### src/rtl/switch_reader.sv
`default_nettype none
// ============================================================================
//  Module      : switch_reader
//  Description : Avalon-MM slave that synchronises and debounces the board
//                slide switches, latches per-bit change events (W1C) and
//                raises a maskable level interrupt.
//                Optional macro SWITCH_READER_BCD_EN adds a sequential
//                binary-to-BCD converter readable at word address 3.
//  Revision    : 1.0 - initial release
// ============================================================================
module switch_reader #(
    parameter int WIDTH           = 16,
    parameter int DEBOUNCE_CYCLES = 500000
) (
    input  logic             clk,
    input  logic             reset,
    input  logic [WIDTH-1:0] switches,
    input  logic [1:0]       address,
    input  logic             read,
    input  logic             write,
    input  logic [31:0]      writedata,
    output logic [31:0]      readdata,
    output logic             irq
);

    localparam int             CNT_W     = (DEBOUNCE_CYCLES > 1) ? $clog2(DEBOUNCE_CYCLES) : 1;
    localparam logic [CNT_W-1:0] C_CNT_MAX = CNT_W'(DEBOUNCE_CYCLES - 1);

    logic [WIDTH-1:0] r_meta;
    logic [WIDTH-1:0] r_sync;
    logic [WIDTH-1:0] r_cand;
    logic [CNT_W-1:0] r_cnt;
    logic [WIDTH-1:0] r_deb;
    logic             r_primed;
    logic [WIDTH-1:0] r_edge;
    logic [WIDTH-1:0] r_mask;
    logic [31:0]      r_rdata;
    logic             r_irq;

    logic             w_stable;
    logic             w_expired;
    logic             w_commit;
    logic [WIDTH-1:0] w_new_edges;
    logic [WIDTH-1:0] w_clr;
    logic             w_wr_mask;
    logic [31:0]      w_rmux;
    logic [31:0]      w_bcd_word;
    logic             w_unused_wdata;

    assign w_stable  = (r_sync == r_cand);
    assign w_expired = (r_cnt == C_CNT_MAX);
    // The counter parks at its maximum, so only fire once per new value
    // (the very first value after reset always commits to prime the block).
    assign w_commit    = w_stable && w_expired && (!r_primed || (r_cand != r_deb));
    assign w_new_edges = r_primed ? (r_cand ^ r_deb) : '0;
    assign w_clr       = (write && (address == 2'd1)) ? writedata[WIDTH-1:0] : '0;
    assign w_wr_mask   = write && (address == 2'd2);
    // Upper write-data bits have no destination when WIDTH < 32.
    assign w_unused_wdata = ^writedata;

    // Two-flop synchroniser for the asynchronous switch levels.
    always_ff @(posedge clk or posedge reset) begin
        if (reset) begin
            r_meta <= '0;
            r_sync <= '0;
        end else begin
            r_meta <= switches;
            r_sync <= r_meta;
        end
    end

    // Shared stability counter: restart on any change, saturate when expired.
    always_ff @(posedge clk or posedge reset) begin
        if (reset) begin
            r_cand <= '0;
            r_cnt  <= '0;
        end else if (!w_stable) begin
            r_cand <= r_sync;
            r_cnt  <= '0;
        end else if (!w_expired) begin
            r_cnt  <= r_cnt + CNT_W'(1);
        end
    end

    // Commit the debounced value; the first commit only primes.
    always_ff @(posedge clk or posedge reset) begin
        if (reset) begin
            r_deb    <= '0;
            r_primed <= 1'b0;
        end else if (w_commit) begin
            r_deb    <= r_cand;
            r_primed <= 1'b1;
        end
    end

    // Edge latch: W1C, with a same-cycle new edge taking priority.
    always_ff @(posedge clk or posedge reset) begin
        if (reset) begin
            r_edge <= '0;
        end else begin
            r_edge <= (r_edge & ~w_clr) | (w_commit ? w_new_edges : '0);
        end
    end

    // Interrupt mask register.
    always_ff @(posedge clk or posedge reset) begin
        if (reset) begin
            r_mask <= '0;
        end else if (w_wr_mask) begin
            r_mask <= writedata[WIDTH-1:0];
        end
    end

    // Registered level interrupt.
    always_ff @(posedge clk or posedge reset) begin
        if (reset) begin
            r_irq <= 1'b0;
        end else begin
            r_irq <= |(r_edge & r_mask);
        end
    end

`ifdef SWITCH_READER_BCD_EN
    typedef enum logic [1:0] {
        S_IDLE  = 2'd0,
        S_SHIFT = 2'd1,
        S_DONE  = 2'd2
    } bcd_state_t;

    localparam int BITS_W = $clog2(WIDTH + 1);

    bcd_state_t        r_state;
    bcd_state_t        w_state_nxt;
    logic [WIDTH-1:0]  r_bin;
    logic [19:0]       r_work;
    logic [BITS_W-1:0] r_bits;
    logic [19:0]       r_bcd;
    logic [19:0]       w_adj;
    logic [19:0]       w_work_nxt;

    // Converter state register.
    always_ff @(posedge clk or posedge reset) begin
        if (reset) begin
            r_state <= S_IDLE;
        end else begin
            r_state <= w_state_nxt;
        end
    end

    // Next state: a commit always (re)starts the conversion.
    always_comb begin
        w_state_nxt = r_state;
        if (w_commit) begin
            w_state_nxt = S_SHIFT;
        end else begin
            case (r_state)
                S_SHIFT: w_state_nxt = (r_bits == BITS_W'(1)) ? S_DONE : S_SHIFT;
                S_DONE:  w_state_nxt = S_IDLE;
                default: w_state_nxt = S_IDLE;
            endcase
        end
    end

    // One shift-add-3 step: correct each digit >= 5, then shift in the next bit.
    always_comb begin
        w_adj = r_work;
        for (int d = 0; d < 5; d++) begin
            if (w_adj[4*d +: 4] >= 4'd5) begin
                w_adj[4*d +: 4] = w_adj[4*d +: 4] + 4'd3;
            end
        end
        w_work_nxt = {w_adj[18:0], r_bin[WIDTH-1]};
    end

    // Converter datapath; the visible BCD image only changes at completion.
    always_ff @(posedge clk or posedge reset) begin
        if (reset) begin
            r_bin  <= '0;
            r_work <= '0;
            r_bits <= '0;
            r_bcd  <= '0;
        end else if (w_commit) begin
            r_bin  <= r_cand;
            r_work <= '0;
            r_bits <= BITS_W'(WIDTH);
        end else if (r_state == S_SHIFT) begin
            r_work <= w_work_nxt;
            r_bin  <= r_bin << 1;
            r_bits <= r_bits - BITS_W'(1);
        end else if (r_state == S_DONE) begin
            r_bcd  <= r_work;
        end
    end

    assign w_bcd_word = 32'(r_bcd);
`else
    assign w_bcd_word = 32'd0;
`endif

    // Read-data source selection.
    always_comb begin
        w_rmux = 32'd0;
        case (address)
            2'd0: w_rmux = 32'(r_deb);
            2'd1: w_rmux = 32'(r_edge);
            2'd2: w_rmux = 32'(r_mask);
            2'd3: w_rmux = w_bcd_word;
            default: w_rmux = 32'd0;
        endcase
    end

    // Read data register, latency 1, holds when no read is issued.
    always_ff @(posedge clk or posedge reset) begin
        if (reset) begin
            r_rdata <= 32'd0;
        end else if (read) begin
            r_rdata <= w_rmux;
        end
    end

    assign readdata = r_rdata;
    assign irq      = r_irq;

endmodule
`default_nettype wire

### config.mk
export PLATFORM = sky130hd
export DESIGN_NAME = switch_reader
export DESIGN_NICKNAME = d
export VERILOG_FILES = /design/src/rtl/switch_reader.sv
export SDC_FILE = /design/constraint.sdc
export NUM_CORES = 1
export LEC_CHECK = 0
export BUFFER_PORTS_ARGS = -buffer_cell sky130_fd_sc_hd__buf_2
export CAP_MARGIN = 20
export CORE_MARGIN = 2
export CORE_UTILIZATION = 56
export DETAILED_ROUTE_END_ITERATION = 12
export PLACE_DENSITY = 0.76
export SLEW_MARGIN = 20
export SYNTH_ARGS = -nofsm -noshare
export SYNTH_HDL_FRONTEND = slang
export SYNTH_SLANG_ARGS = --single-unit
### constraint.sdc
create_clock -name clk -period 6.6 [get_ports clk]
set_input_delay 1.98 -clock clk [delete_from_list [all_inputs] [get_ports clk]]
set_output_delay 1.98 -clock clk [all_outputs]
set_load 0.02 [all_outputs]
==> reports/results.txt <==
The tool flagged a number of max-cap violations equal to 0. The accumulated negative setup slack was 0 ps; the post-DP HPWL was 7.20 mm. After detailed routing, the number of vias per cell comes to 5.47. Counting instances in the post-synthesis netlist gives the leading cell types as dfrtp_1, nor2_1, a21oi_1, nand2_1, clkbuf_1. The critical-path cell with the highest stage delay is nand3b_1. The floorplan die height is 104 µm, and the CTS buffer count is 17. Summed over all cells, the static leakage comes to 2.94 nW.

Number of nets still failing antenna checks after routing: 0. The most used flip-flop cell after synthesis is dfrtp_1. During placement, the flow inserted port buffers numbering 54. The total power density per cell area works out to 307 mW/mm².

The floorplan step defined a die boundary enclosing 0.0108 mm². The row count is 36. The critical path data arrival time was 3700 ps.

For this run the aggregate overflow at the end of global routing stands at 0. Counting flops and latches in the post-synthesis netlist gives 133. The synthesized design devotes to its leading area cell type 59.3% of total area. In this design, the stage delay of the slowest critical-path cell is 720 ps. The die is 104 µm wide.

STA classifies the critical path startpoint as an input pin. With fillers left out, the area of the finished cells amounts to 0.00643 mm². The tools report the post-CTS setup buffer count as 0. For this configuration, the core starts out at a cell density of 57.7%. After clock tree synthesis, the clock-pin slew on the worst setup and hold paths is 60 ps.

The sink count of the clock tree was 133; the share of flip-flops with an asynchronous set or reset was 100%. The path class of the tightest hold or removal check is flip-flop to flip-flop. The time the final worst path needs with I/O delays and setup is 3300 ps. The wire length of the first global-routing pass was 17.8 mm; the remaining max-slew budget at the tightest pin was 38.9%. Setup repair after global routing left no endpoint under its margin.

The via count of the first global-routing pass came out at 3599. The run finished with clean final reports. For this run, design rule violations remaining after detail routing come to 0. TritonCTS built the clock tree. The start-to-end type of the worst setup path was input pin to flip-flop.

The run gives 10.8 mm as the overall routed net length. The synthesized netlist contains 36 unique library cells. The first detailed-routing pass took 4 iterations.

The synthesized area per cell is 11.6 µm², and the placed standard-cell area is 0.00585 mm². Between clock sinks in the finished design, the worst skew comes to 9.62 ps. The clock reaches the later pin of the worst-skew pair after 520 ps. Post-synthesis instance area: 0.00561 mm².

The pin count of the biggest net entering global routing came out at 78. The number of endpoints with negative hold slack in the final report is 0, and the total I/O pin count is 87. Compared with the post-synthesis result, the final layout area differs by 14.6%.

After the first detailed-routing iteration, the DRC count stood at 177. The tools report the global placement routability congestion as 0.808. The buffer and inverter count on the worst path is 1.

In this run the standard cell core region covers 0.00973 mm². Setup violations remaining at the end of the flow were counted as 0. Most common cell in the netlist: dfrtp_1.

The net count of the finished layout is 579. Grouping stages by cell kind, the critical path spends the most delay in simple AND/OR/NAND/NOR gates. For this run, the register share of the synthesized area comes to 59.3%.

VDD sags by at most 0.171 mV. Yosys printed 0 warnings. The overall global routing resource usage was 20.9%. The quantity of hold-fixing buffers added after cts is 0. Yosys mapped a number of flops with a built-in enable equal to 0. After detailed routing, the average wire length per cell comes to 16.1 µm.

The run gives 0 as the count of inserted antenna diode cells. Of the cells placed in the final design, the portion with a size suffix greater than 1 is 23.1%. Number of gates resized after cts: 0.

Highest clock rate: 303 MHz. The tools report the initial antenna violation count as 0. The final route contains 3662 vias. The tree is rooted in a clkbuf_8. Summed over all instances, the cell type with the most area after synthesis is dfrtp_1.

Counting every instance in the synthesized netlist gives 485. The signal on the critical path passes through buf_2 > nand3b_1 > mux2_2. In the post-synthesis netlist, the biggest area contributors are dfrtp_1, mux2_2, xor2_1, a21oi_1, nor2_1. At the end of the flow the core is filled with cells to 66.1%. For the maximum root-to-sink buffer count, the log shows 2.

At the pin with the least slew margin, the transition time is 914 ps. The maximum fanout count along the critical path was 18; the maximum level of the CTS H-tree was 4. The tools report the max-slew violation count as 0. At the worst endpoint, the required time is 7000 ps.

The final period utilization came out at 50.0%. The worst setup path is captured at a flip-flop.
worst paths after layout:
path | startpoint | to | slack (ps) | cells after the start
hold / removal | r_meta[11]$_DFF_PP0_ | r_sync[11]$_DFF_PP0_ | 340 | 0
max in group asynchronous | reset | r_deb[8]$_DFFE_PP0P_ | 3690 | 3
hold reg to reg | r_meta[11]$_DFF_PP0_ | r_sync[11]$_DFF_PP0_ | 340 | 0
setup / recovery | address[1] | r_mask[8]$_DFFE_PP0P_ | 3300 | 3
min in group asynchronous | reset | r_mask[3]$_DFFE_PP0P_ | 1680 | 2
setup reg to reg | r_cand[7]$_DFFE_PP0N_ | r_deb[12]$_DFFE_PP0P_ | 3410 | 5
state kept, by name, summed over array words and instances (netlist names):
name / flops
r_primed: 1
r_mask: 16
readdata: 16
r_cand: 16
r_sync: 16
r_cnt: 19
r_deb: 16
r_meta: 16
irq: 1
r_edge: 16
routing by layer:
layer | vias up | wire length [µm] | global-route usage, %
met4 | 0 | 207 | 8.01
li1 | 1704 | - | -
met1 | 1826 | 4860 | 28.0
met2 | 110 | 5280 | 33.6
met3 | 22 | 450 | 4.70
met5 | - | 0 | 0
worst register-to-register path, cell delays in order (launching register included):
cell	delay (ps)
dfrtp_1	430
xor2_1	160
nor4_1	420
nand4_1	800
a211o_1	840
mux2_4	420
through the flow:
step                worst slack, ps  power (W)  hold WS, ps  cells
detailed placement             2810    0.00107          335    638
floorplan                      1070    0.00102          331    500
global route                   3200    0.00205          355    669
finish                         3300    0.00197          344    669
global placement               2810    0.00106          333    638
CTS                            3340    0.00198          346    669
cell type report:
class                           instances  area [µm²]
Clock buffer                           18         428
Inverter                                3        13.8
Clock inverter                         13         159
Fill cell                             716        3300
Multi-Input combinational cell        313        2050
Sequential cell                       133        3330
Tap cell                              133         166
Timing Repair Buffer                   56         285
placed cells by master, fill, tap and decap left out:
master and instances:
conb_1 16, nor4_2 1, or3_1 6, xnor2_1 16
inv_4 1, nor3_1 5, nor4_1 8, nand4_1 7
clkinvlp_4 3, clkbuf_16 16, and4_1 1, buf_4 2
or3b_2 1, mux2i_1 17, nor2_1 47, buf_2 54
mux2_2 22, a22o_1 8, a21oi_1 38, nor4b_2 1
or4_1 2, o21ai_0 19, or3_2 1, nor2b_1 2
clkbuf_8 2, and3_1 3, and2_1 1, bufinv_16 3
clkinv_4 3, nand3_1 8, mux2_4 10, ha_1 1
clkinv_2 4, inv_1 2, xor2_1 27, nand3b_1 2
nand2_1 38, dfrtp_1 133, a221oi_1 4, a211o_1 1
logic make-up after synthesis:
kind of cell | Yosys count | synth area share (%)
XOR/XNOR | 43 | 6.71
adder cells (fa/ha/maj) | 1 | 0.223
multiplexers | 49 | 10.1
buffers and inverters | 54 | 5.13
flip-flops | 133 | 59.3
AO/OA/AOI/OAI | 70 | 7.11
AND/OR/NAND/NOR | 134 | 11.3
other | 1 | 0.0668
power breakdown:
part	switching [W]	total, W	leakage, nW	internal, W
Sequential	0.0000356	0.000903	1.68	0.000867
Clock	0.000341	0.000922	0.282	0.000581
Combinational	0.0000909	0.000150	0.973	0.0000595
Note: power is estimated with default switching activity, not from simulation.
